--- src/rtl/pc_fetch_ctrl.sv ---
// IF-stage program-counter controller: sequential step, redirect, stall, flush, misalign flag.
// Latency: a redirect taken without a stall appears on PC one edge later; all outputs registered.
// Backpressure: bubbleF freezes PC/valid/state; a redirect arriving under stall is parked until release.
module pc_fetch_ctrl #(
  parameter int              XLEN       = 32,
  parameter logic [XLEN-1:0] RESET_VEC  = '0,
  parameter logic [XLEN-1:0] FLUSH_VEC  = '0,
  parameter int              INST_BYTES = 4
) (
  input  logic            clk,
  input  logic            rst,
  input  logic            bubbleF,
  input  logic            flushF,
  input  logic            redir_valid,
  input  logic [XLEN-1:0] redir_target,
  output logic [XLEN-1:0] PC,
  output logic            pc_valid,
  output logic            misalign,
  output logic [XLEN-1:0] misalign_addr
);

  // Low address bits that must be zero for an aligned instruction, and the sequential step.
  localparam logic [XLEN-1:0] ALIGN_MASK = XLEN'(INST_BYTES - 1);
  localparam logic [XLEN-1:0] STEP       = XLEN'(INST_BYTES);

  typedef enum logic [1:0] {
    BOOT = 2'd0,
    RUN  = 2'd1,
    HOLD = 2'd2,
    WAIT = 2'd3
  } state_t;

  state_t          state, state_d;
  logic [XLEN-1:0] pending, pending_d;
  logic [XLEN-1:0] pc_d;
  logic            valid_d;
  logic            misalign_d;
  logic [XLEN-1:0] misalign_addr_d;
  logic            load;
  logic [XLEN-1:0] load_tgt;

  // Next-state selection: stall beats flush beats live redirect beats the per-state action.
  always_comb begin
    state_d         = state;
    pending_d       = pending;
    pc_d            = PC;
    valid_d         = pc_valid;
    misalign_d      = 1'b0;
    misalign_addr_d = misalign_addr;
    load            = 1'b0;
    load_tgt        = '0;

    if (bubbleF) begin
      // Frozen fetch; only the pending slot may change (latest redirect wins).
      if (redir_valid) begin
        pending_d = redir_target;
        state_d   = HOLD;
      end
    end else if (flushF) begin
      // Squash: park the PC, drop validity, forget any parked redirect.
      pc_d      = FLUSH_VEC;
      valid_d   = 1'b0;
      pending_d = '0;
      state_d   = WAIT;
    end else if (redir_valid) begin
      // A live redirect supersedes anything parked in HOLD.
      load     = 1'b1;
      load_tgt = redir_target;
    end else begin
      case (state)
        BOOT: begin
          // First valid fetch is the reset vector itself.
          valid_d = 1'b1;
          state_d = RUN;
        end
        RUN:  pc_d = PC + STEP;
        HOLD: begin
          load     = 1'b1;
          load_tgt = pending;
        end
        WAIT: ;
        default: state_d = BOOT;
      endcase
    end

    // Misalignment is judged when a target actually lands in PC, not when it is parked.
    if (load) begin
      pc_d    = load_tgt & ~ALIGN_MASK;
      valid_d = 1'b1;
      state_d = RUN;
      if (|(load_tgt & ALIGN_MASK)) begin
        misalign_d      = 1'b1;
        misalign_addr_d = load_tgt;
      end
    end
  end

  // State and output registers; reset discards any parked redirect.
  always_ff @(posedge clk or posedge rst) begin
    if (rst) begin
      state         <= BOOT;
      pending       <= '0;
      PC            <= RESET_VEC;
      pc_valid      <= 1'b0;
      misalign      <= 1'b0;
      misalign_addr <= '0;
    end else begin
      state         <= state_d;
      pending       <= pending_d;
      PC            <= pc_d;
      pc_valid      <= valid_d;
      misalign      <= misalign_d;
      misalign_addr <= misalign_addr_d;
    end
  end

endmodule

--- config.mk ---
export PLATFORM = sky130hd
export DESIGN_NAME = pc_fetch_ctrl
export DESIGN_NICKNAME = d
export VERILOG_FILES = /design/src/rtl/pc_fetch_ctrl.sv
export SDC_FILE = /design/constraint.sdc
export NUM_CORES = 1
export LEC_CHECK = 0
export ABC_AREA = 1
export CORE_UTILIZATION = 40
export CTS_BUF_LIST = sky130_fd_sc_hd__clkbuf_8
export DETAILED_ROUTE_END_ITERATION = 10
export GPL_TIMING_DRIVEN = 0
export PLACE_DENSITY = 0.7
export SYNTH_ARGS = -nofsm -noshare
export SYNTH_HDL_FRONTEND = slang
export SYNTH_SLANG_ARGS = --single-unit
--- constraint.sdc ---
create_clock -name clk -period 7.7 [get_ports clk]
set_clock_uncertainty 0.15 [all_clocks]
set_input_delay 1.54 -clock clk [delete_from_list [all_inputs] [get_ports clk]]
set_output_delay 1.54 -clock clk [all_outputs]
set_load 0.01 [all_outputs]
After elaboration in Yosys (flattened, before gate mapping)
Cells that the tools add are included.
{"block": "totals", "reg_bits": 100, "in_bits": 37, "output_inout_bits": 66, "word_cells": 54}
{"block": "op_classes", "n_addsub": 1, "eq_ne": 7, "muxes": 29, "reduce_logical": 11}
{"cell": "$mux W32", "count": 12}
{"cell": "$add A32 B3 Y32 const B", "count": 1}
{"cell": "$mux W2", "count": 6}
{"cell": "$mux W1", "count": 11}
{"cell": "$reduce_and A3 Y1", "count": 3}
{"cell": "$reduce_bool A3 Y1", "count": 2}
{"cell": "$ne A2 B1 Y1 const B", "count": 2}
{"cell": "$ne A4 B3 Y1 const B", "count": 1}
{"cell": "$reduce_and A2 Y1", "count": 2}
{"cell": "$reduce_bool A4 Y1", "count": 1}
{"cell": "$ne A3 B1 Y1 const B", "count": 1}
{"cell": "$ne A3 B2 Y1 const B", "count": 1}
{"cell": "$eq A2 B1 Y1 const B", "count": 1}
{"cell": "$eq A2 B2 Y1 const B", "count": 1}
{"cell": "$logic_not A2 Y1", "count": 1}
{"cell": "$reduce_bool A2 Y1", "count": 1}
{"cell": "$reduce_or A2 Y1", "count": 1}

Depth between registers and ports, before layout
Gate-level depths: netlist of the first run.
{"block": "depth", "depth_word": 8, "ltp_mapped": 11, "mapped_depth_nobuf": 10}

Worst setup path after synthesis of the first run
No wires, ideal clock.
{"block": "synth_timing", "path_type": "input to register", "from": "in redir_valid", "to": "reg misalign_addr[19]", "setup_ps": 118, "arrival_time_ps": 2391, "required_ps": 7432, "slack_ps": 5042, "stages": 10, "path_buffers": 2, "cell_sequence": "inv_2 -> nand2_1 -> nand2_1 -> nand2_1 -> nor2_1 -> inv_2 -> buf_2 -> buf_4 -> nand3_1 -> nand2_1"}
{"block": "synth_via", "elab_chain_cells": 5, "word_cells_on_any_way": 8, "cone_classes": "mux: 6; reduce/logical: 2"}
{"item": "start, declared", "line": "14", "source": "input logic redir_valid,"}
{"item": "$mux W32", "line": "65", "source": "end else if (redir_valid) begin"}
{"item": "$mux W32", "line": "59", "source": "end else if (flushF) begin"}
{"item": "$mux W32", "line": "53", "source": "if (bubbleF) begin"}
{"item": "$reduce_or A2 Y1", "line": "91", "source": "if (|(load_tgt & ALIGN_MASK)) begin"}
{"item": "$reduce_and A2 Y1 (no source line)"}
{"item": "end signal, assigned", "line": "113", "source": "misalign_addr <= misalign_addr_d;"}
{"item": "end, declared", "line": "19", "source": "output logic [XLEN-1:0] misalign_addr"}
Parallel ways exist; a longest one is shown, timed or not.
A chain may end at the register's enable or synchronous reset.

Final worst setup path of the first run
{"block": "layout_timing", "from": "in bubbleF", "to": "reg misalign_addr[6]"}
{"block": "layout_via", "elab_chain_cells": 3, "word_cells_on_any_way": 4, "cone_classes": "mux: 2; reduce/logical: 2"}
{"item": "start, declared", "line": "12", "source": "input logic bubbleF,"}
{"item": "$mux W32", "line": "53"}
{"item": "$reduce_or A2 Y1", "line": "91"}
{"item": "$reduce_and A2 Y1 (no source line)"}
Parallel ways exist; a longest one is shown, timed or not.

==> run metrics, run 1 <==
status=completed; initial antenna violation count=0; uppermost layer routed=met4; reg2reg end=PC[24]; Crit Path Max Fanout=10; Seq/Total Area, Yosys=46.99%; via/cell ratio=5.107; CTS Buffer Depth=2; R2R depth=9; Root Driver=clkbuf_8; Final period util=41.53%; CTS Hold Bufs=0; diode count=0; Cell variety after synth=35; number of buffers added on ports=100; die area=13510 um2; max-capacitance violation count=0; Final Max Tran Viols=0; DRT Wirelength=15420 um; fin util=52.51%; Final Setup Violations=0; gpl congestion=0.9254; worst path required time=7.82 ns; WP data arrival=3.32 ns; Starting Density=41.19%; Synth Instances=700; Mapped Area=5219 um2; Die W=116.2 um; maximum VDD drop=0.0001069 V; Tot GR Track Use=23.99%; DR WL met3=1139 um; Setup CP Type=primary input to flip-flop; Detailed Place HPWL=11630 um; share of post-route cells with drive strength above 1=8.557%; cts bufs inserted=9; number of synthesized register bits=98; first-pass GRT wire length=24420 um; # DRC=0; Overflow after GRT=0; Filler cells=1204; dpl ws=4.117 ns; setup TNS=0 ns; Core Region=12670 um2; Yosys Warn Count=0; CP Launch Point=bubbleF; Setup crit end=misalign_addr[6]; overall power consumption=1.404 mW; flop-to-flop setup slack=5.71 ns; Clk pin slew, worst setup/hold paths=0.09 ns; CTS Sinks=98; vias in the first global route=4696; worst r2r src=PC[2]; worst min-delay path category=flip-flop to flip-flop; Clock Latency Late Sink=0.37 ns; worst rel slew slack=66.59%; # Post-CTS Setup Buffers=0; I/O Pins=103; RSZ-0062 raised after global routing=false; ANT nets after route=0; multi-input combinational cell area=2376 um2; Most used DFF post-synth=dfrtp_1; met1 WL=6933 um; Fmax=312.7 MHz; Final Hold Fails=0; Layout area overhead=27.50%; minimum clock period=3.198 ns; Cell Pwr Density=211.1 nW/um2; post_cts resized=0; CTS tree=built; Avg Cell Area, Syn=7.455 um2; wire length on met2=6975 um; row cnt=41; number of flops mapped to enable cells by yosys=0; crit path launch type=primary input; DRT Pass-1 Iters=5; setup slack after layout=4.502 ns; FF+latch area=2452 um2; worst-margin pin slew=0.5011 ns; beginning of the worst hold path=misalign_addr[0]; CTS H-tree lvls=3; Final nets=851; Static Leak=3.075 nW; Wirelength per Cell=15.58 um; CP endpoint kind=flip-flop; ys async rst share=100.0%; routed via count=5056; First DRT Iteration DRCs=473; pin count of the biggest net entering global routing=73; Die Height=116.2 um
[flip-flops by register name, indices dropped and copies added (netlist names)]
name / flops
state: 2
pc_valid: 1
pending: 32
misalign_addr: 32
PC: 30
misalign: 1
[routing by layer]
layer | up-vias | GRT usage [%]
li1 | 2479 | -
met1 | 2335 | 34.32
met2 | 215 | 35.74
met3 | 27 | 3.736
met4 | 0 | 10.94
met5 | - | 0
[per-stage QoR]
| stage | std cells | hold slack, ns | instance area (um2) |
|---|---|---|---|
| 6_report | 990 | 0.3258 | 6654 |
| 5_1_grt | 990 | 0.3659 | 6654 |
| 4_1_cts | 990 | 0.3298 | 6654 |
| 3_5_place_dp | 974 | 0.3087 | 6469 |
| 3_3_place_gp | 973 | 0.3041 | 6439 |
| 2_1_floorplan | 701 | 0.2922 | 5223 |
[cell usage in the layout, fill, tap and decap left out, drive strengths merged]
cell type | synthesis | layout
or2 | 4 | 4
dfrtp | 98 | 98
o21bai | 2 | 2
bufinv | 0 | 1
o21a | 1 | 1
a22o | 18 | 18
xor2 | 1 | 1
ha | 1 | 1
buf | 29 | 30
and2 | 3 | 3
clkbuf | 2 | 11
nor3 | 1 | 1
nand4 | 2 | 2
o211ai | 5 | 5
o22ai | 2 | 2
a31oi | 2 | 2
clkinv | 0 | 4
clkinvlp | 0 | 1
nand3b | 1 | 1
a21oi | 49 | 49
nor2 | 104 | 104
inv | 52 | 53
xnor2 | 1 | 1
clkdlybuf4s50 | 0 | 100
nand3 | 59 | 59
o21ai | 43 | 43
conb | 1 | 2
nand2 | 219 | 219
[logic make-up after synthesis]
logic type | Yosys count | share of synthesized area, %
fa+ha+maj | 1 | 0.2397
xor+xnor | 2 | 0.3357
compound gates | 122 | 13.64
other cells | 1 | 0.07186
simple gates | 393 | 31.17
flops | 98 | 46.99
buf+inv | 83 | 7.552
[worst min path at each step]
stage	end	cells after the start	slack, ns
after CTS	misalign_addr[0]	2	0.33
after global placement	misalign_addr[0]	2	0.30
after floorplan	pending[3]	2	0.29
after detailed placement	misalign_addr[0]	2	0.31
after global routing	misalign_addr[0]	2	0.37
final	misalign_addr[0]	2	0.33
[area by class of cell]
type | instances | area share, %
plain buffers | 31 | 2.952
well taps | 172 | 3.234
repair buffers | 101 | 15.46
clock inverters | 7 | 0.9214
flip-flops and latches | 98 | 36.86
multi-input cells | 520 | 35.71
inverters | 52 | 3.009
clock buffers | 9 | 1.862
[synthesized netlist by cell type (all sizes together) (3+ instances only)]
cell type / instances / area, um2
nand2: 219 / 852.1
nand3: 59 / 295.3
a22o: 18 / 157.7
buf: 29 / 188.9
nor2: 104 / 410.4
a21oi: 49 / 249.0
dfrtp: 98 / 2452
o211ai: 5 / 42.54
inv: 52 / 197.7
o21ai: 43 / 215.2
and2: 3 / 18.77
or2: 4 / 25.02
[critical path, stage by stage]
cell,delay (ns)
clkdlybuf4s50_1,0.53
nor2_2,0.26
nand2_4,0.14
inv_2,0.17
nand2_2,0.12
nand2_2,0.11
buf_4,0.19
nand4_1,0.13
o21a_1,0.13
[report_power, final]
part | switching, mW | leakage, nW | internal (mW)
Clock | 0.183 | 0.100 | 0.147
Combinational | 0.203 | 1.72 | 0.203
Sequential | 0.0757 | 1.25 | 0.593
Total | 0.462 | 3.08 | 0.943
(Power assumes the default switching activity.)
==> inputs of run 2 (changes only) <==
clock period = 3.2 ns   (was 7.7 ns; I/O delays follow)
==> run metrics, run 2 (same netlist as run 1, synthesis figures left out) <==
final non-filler cell total=991; setup TNS=0 ns; WP data arrival=2.44 ns; FF+latch area=2452 um2; Root Driver=clkbuf_8; RSZ-0062 raised after global routing=false; status=completed; Final nets=852; multi-input combinational cell area=2376 um2; commonest non-fill, non-tap cells in the layout=nand2_1 (211), clkdlybuf4s50_1 (100), dfrtp_1 (98), nor2_1 (98), nand3_1 (59); Fmax=435.1 MHz; CP delay by family, top=buffers and inverters; initial antenna violation count=0; gpl congestion=0.8763; ANT nets after route=0; Clock Latency Late Sink=0.38 ns; Buf/Inv on CP=3; die area=13510 um2; Die W=116.2 um; Final Max Tran Viols=0; maximum VDD drop=0.0001959 V; P_int=2.284 mW; CTS Buffer Depth=2; worst min-delay path category=flip-flop to flip-flop; Psw=1.139 mW; minimum clock period=2.298 ns; Clk pin slew, worst setup/hold paths=0.10 ns; crit path launch type=primary input; CTS Hold Bufs=0; Static Leak=3.077 nW; First DRT Iteration DRCs=331; DRT Wirelength=15270 um; Tot GR Track Use=23.69%; Final Setup Violations=0; pin count of the biggest net entering global routing=38; CTS tree=built; via/cell ratio=5.146; # DRC=0; combinational share of power=28.5%; Final Cell Area=6684 um2; CP Cell Sequence=clkdlybuf4s50_1 -> inv_2 -> buf_1 -> nand2_1 -> a21oi_1 -> nor2_1 -> a21oi_1; CP dominant cell by count=a21oi_1; Clock power frac=24.5%; most common cell after layout, fill and taps aside=nand2_1; I/O Pins=103; dpl ws=0.5522 ns; row cnt=41; placed insts=975; Final period util=71.82%; overall power consumption=3.423 mW; biggest regs=misalign_addr: 32 flops, pending: 32 flops, PC: 30 flops; cts bufs inserted=9; post_cts resized=0; share of post-route cells with drive strength above 1=8.791%; Filler cells=1274; Max stage delay on crit path=0.45 ns; max-capacitance violation count=0; Cell Pwr Density=512.2 nW/um2; worst-margin pin slew=0.6356 ns; Core Region=12670 um2; vias in the first global route=4750; Setup CP Type=primary input to flip-flop; number of buffers added on ports=100; CTS H-tree lvls=3; Die Height=116.2 um; Final Hold Fails=0; Post-Place Cell Area=6482 um2; Net Sw Frac=33.28%; worst rel slew slack=57.54%; setup slack after layout=0.9017 ns; crit path max-delay cell type=clkdlybuf4s50_1; worst path required time=3.35 ns; Wirelength per Cell=15.41 um; routed via count=5100; Detailed Place HPWL=11580 um; DRT Pass-1 Iters=5; Layout area overhead=28.07%; first-pass GRT wire length=24440 um; CP endpoint kind=flip-flop; CTS Sinks=98; Sequential Power Share=46.9%; Overflow after GRT=0; # Post-CTS Setup Buffers=0; diode count=0; Crit Path Max Fanout=10; Starting Density=41.19%
[run 2: cell count changes in the layout (fill, tap and decap cells not counted), sizes merged]
cell | previous run | this run
buf | 30 | 31
clkinvlp | 1 | 2
inv | 53 | 52
[run 2: per-layer routing]
| metal | track usage (%) | vias up | share of wire [%] | routed length (um) |
|---|---|---|---|---|
| met3 | 1.816 | 22 | 5.8 | 879 |
| met5 | 0 | - | 0 | 0 |
| met1 | 33.60 | 2395 | 46 | 7089 |
| met2 | 37.63 | 194 | 45 | 6896 |
| met4 | 9.573 | 0 | 2.6 | 402 |
| li1 | - | 2489 | - | - |
[run 2: through the flow]
step / hold slack (ns) / util (%)
3_3_place_gp: 0.3059 / 50.84
6_report: 0.3333 / 52.75
4_1_cts: 0.3361 / 52.75
3_5_place_dp: 0.3133 / 51.16
2_1_floorplan: 0.2922 / -
5_1_grt: 0.3701 / 52.75
[run 2: final timing paths]
| check | from | to | slack [ns] | depth (start not counted) |
|---|---|---|---|---|
| hold reg to reg | pending[5] | pending[5] | 0.33 | 2 |
| hold / removal | pending[5] | pending[5] | 0.33 | 2 |
| setup reg to reg | PC[2] | PC[16] | 1.16 | 8 |
| min in group asynchronous | rst | misalign_addr[0] | 0.54 | 2 |
| setup / recovery | redir_valid | PC[18] | 0.90 | 7 |
| max in group asynchronous | rst | PC[17] | 1.77 | 3 |
[run 2: power groups by stage]
| stage | registers [mW] | logic (mW) | clock network (mW) |
|---|---|---|---|
| global placement | 1.62 | 0.954 | 0 |
| global route | 1.63 | 1.08 | 0.891 |
| finish | 1.61 | 0.977 | 0.840 |
| detailed placement | 1.63 | 0.978 | 0 |
| floorplan | 1.66 | 0.429 | 0 |
| CTS | 1.60 | 0.983 | 0.847 |
[run 2: final cells by class]
class,count,share of cell area [%]
sequential,98,36.69
multi-input combinational,520,35.55
timing repair buffer,102,15.57
tap,172,3.220
inverter,52,3.014
buffer,31,2.939
clock buffer,9,1.853
clock inverter,7,1.161
[run 2: worst register-to-register path: cells and delay by family (launching register included)]
kind | cells | cell delay, ns
AOI/OAI and AO/OA | 2 | 0.29
DFF | 1 | 0.41
adders and majority gates | 1 | 0.21
and+or+nand+nor | 5 | 0.88
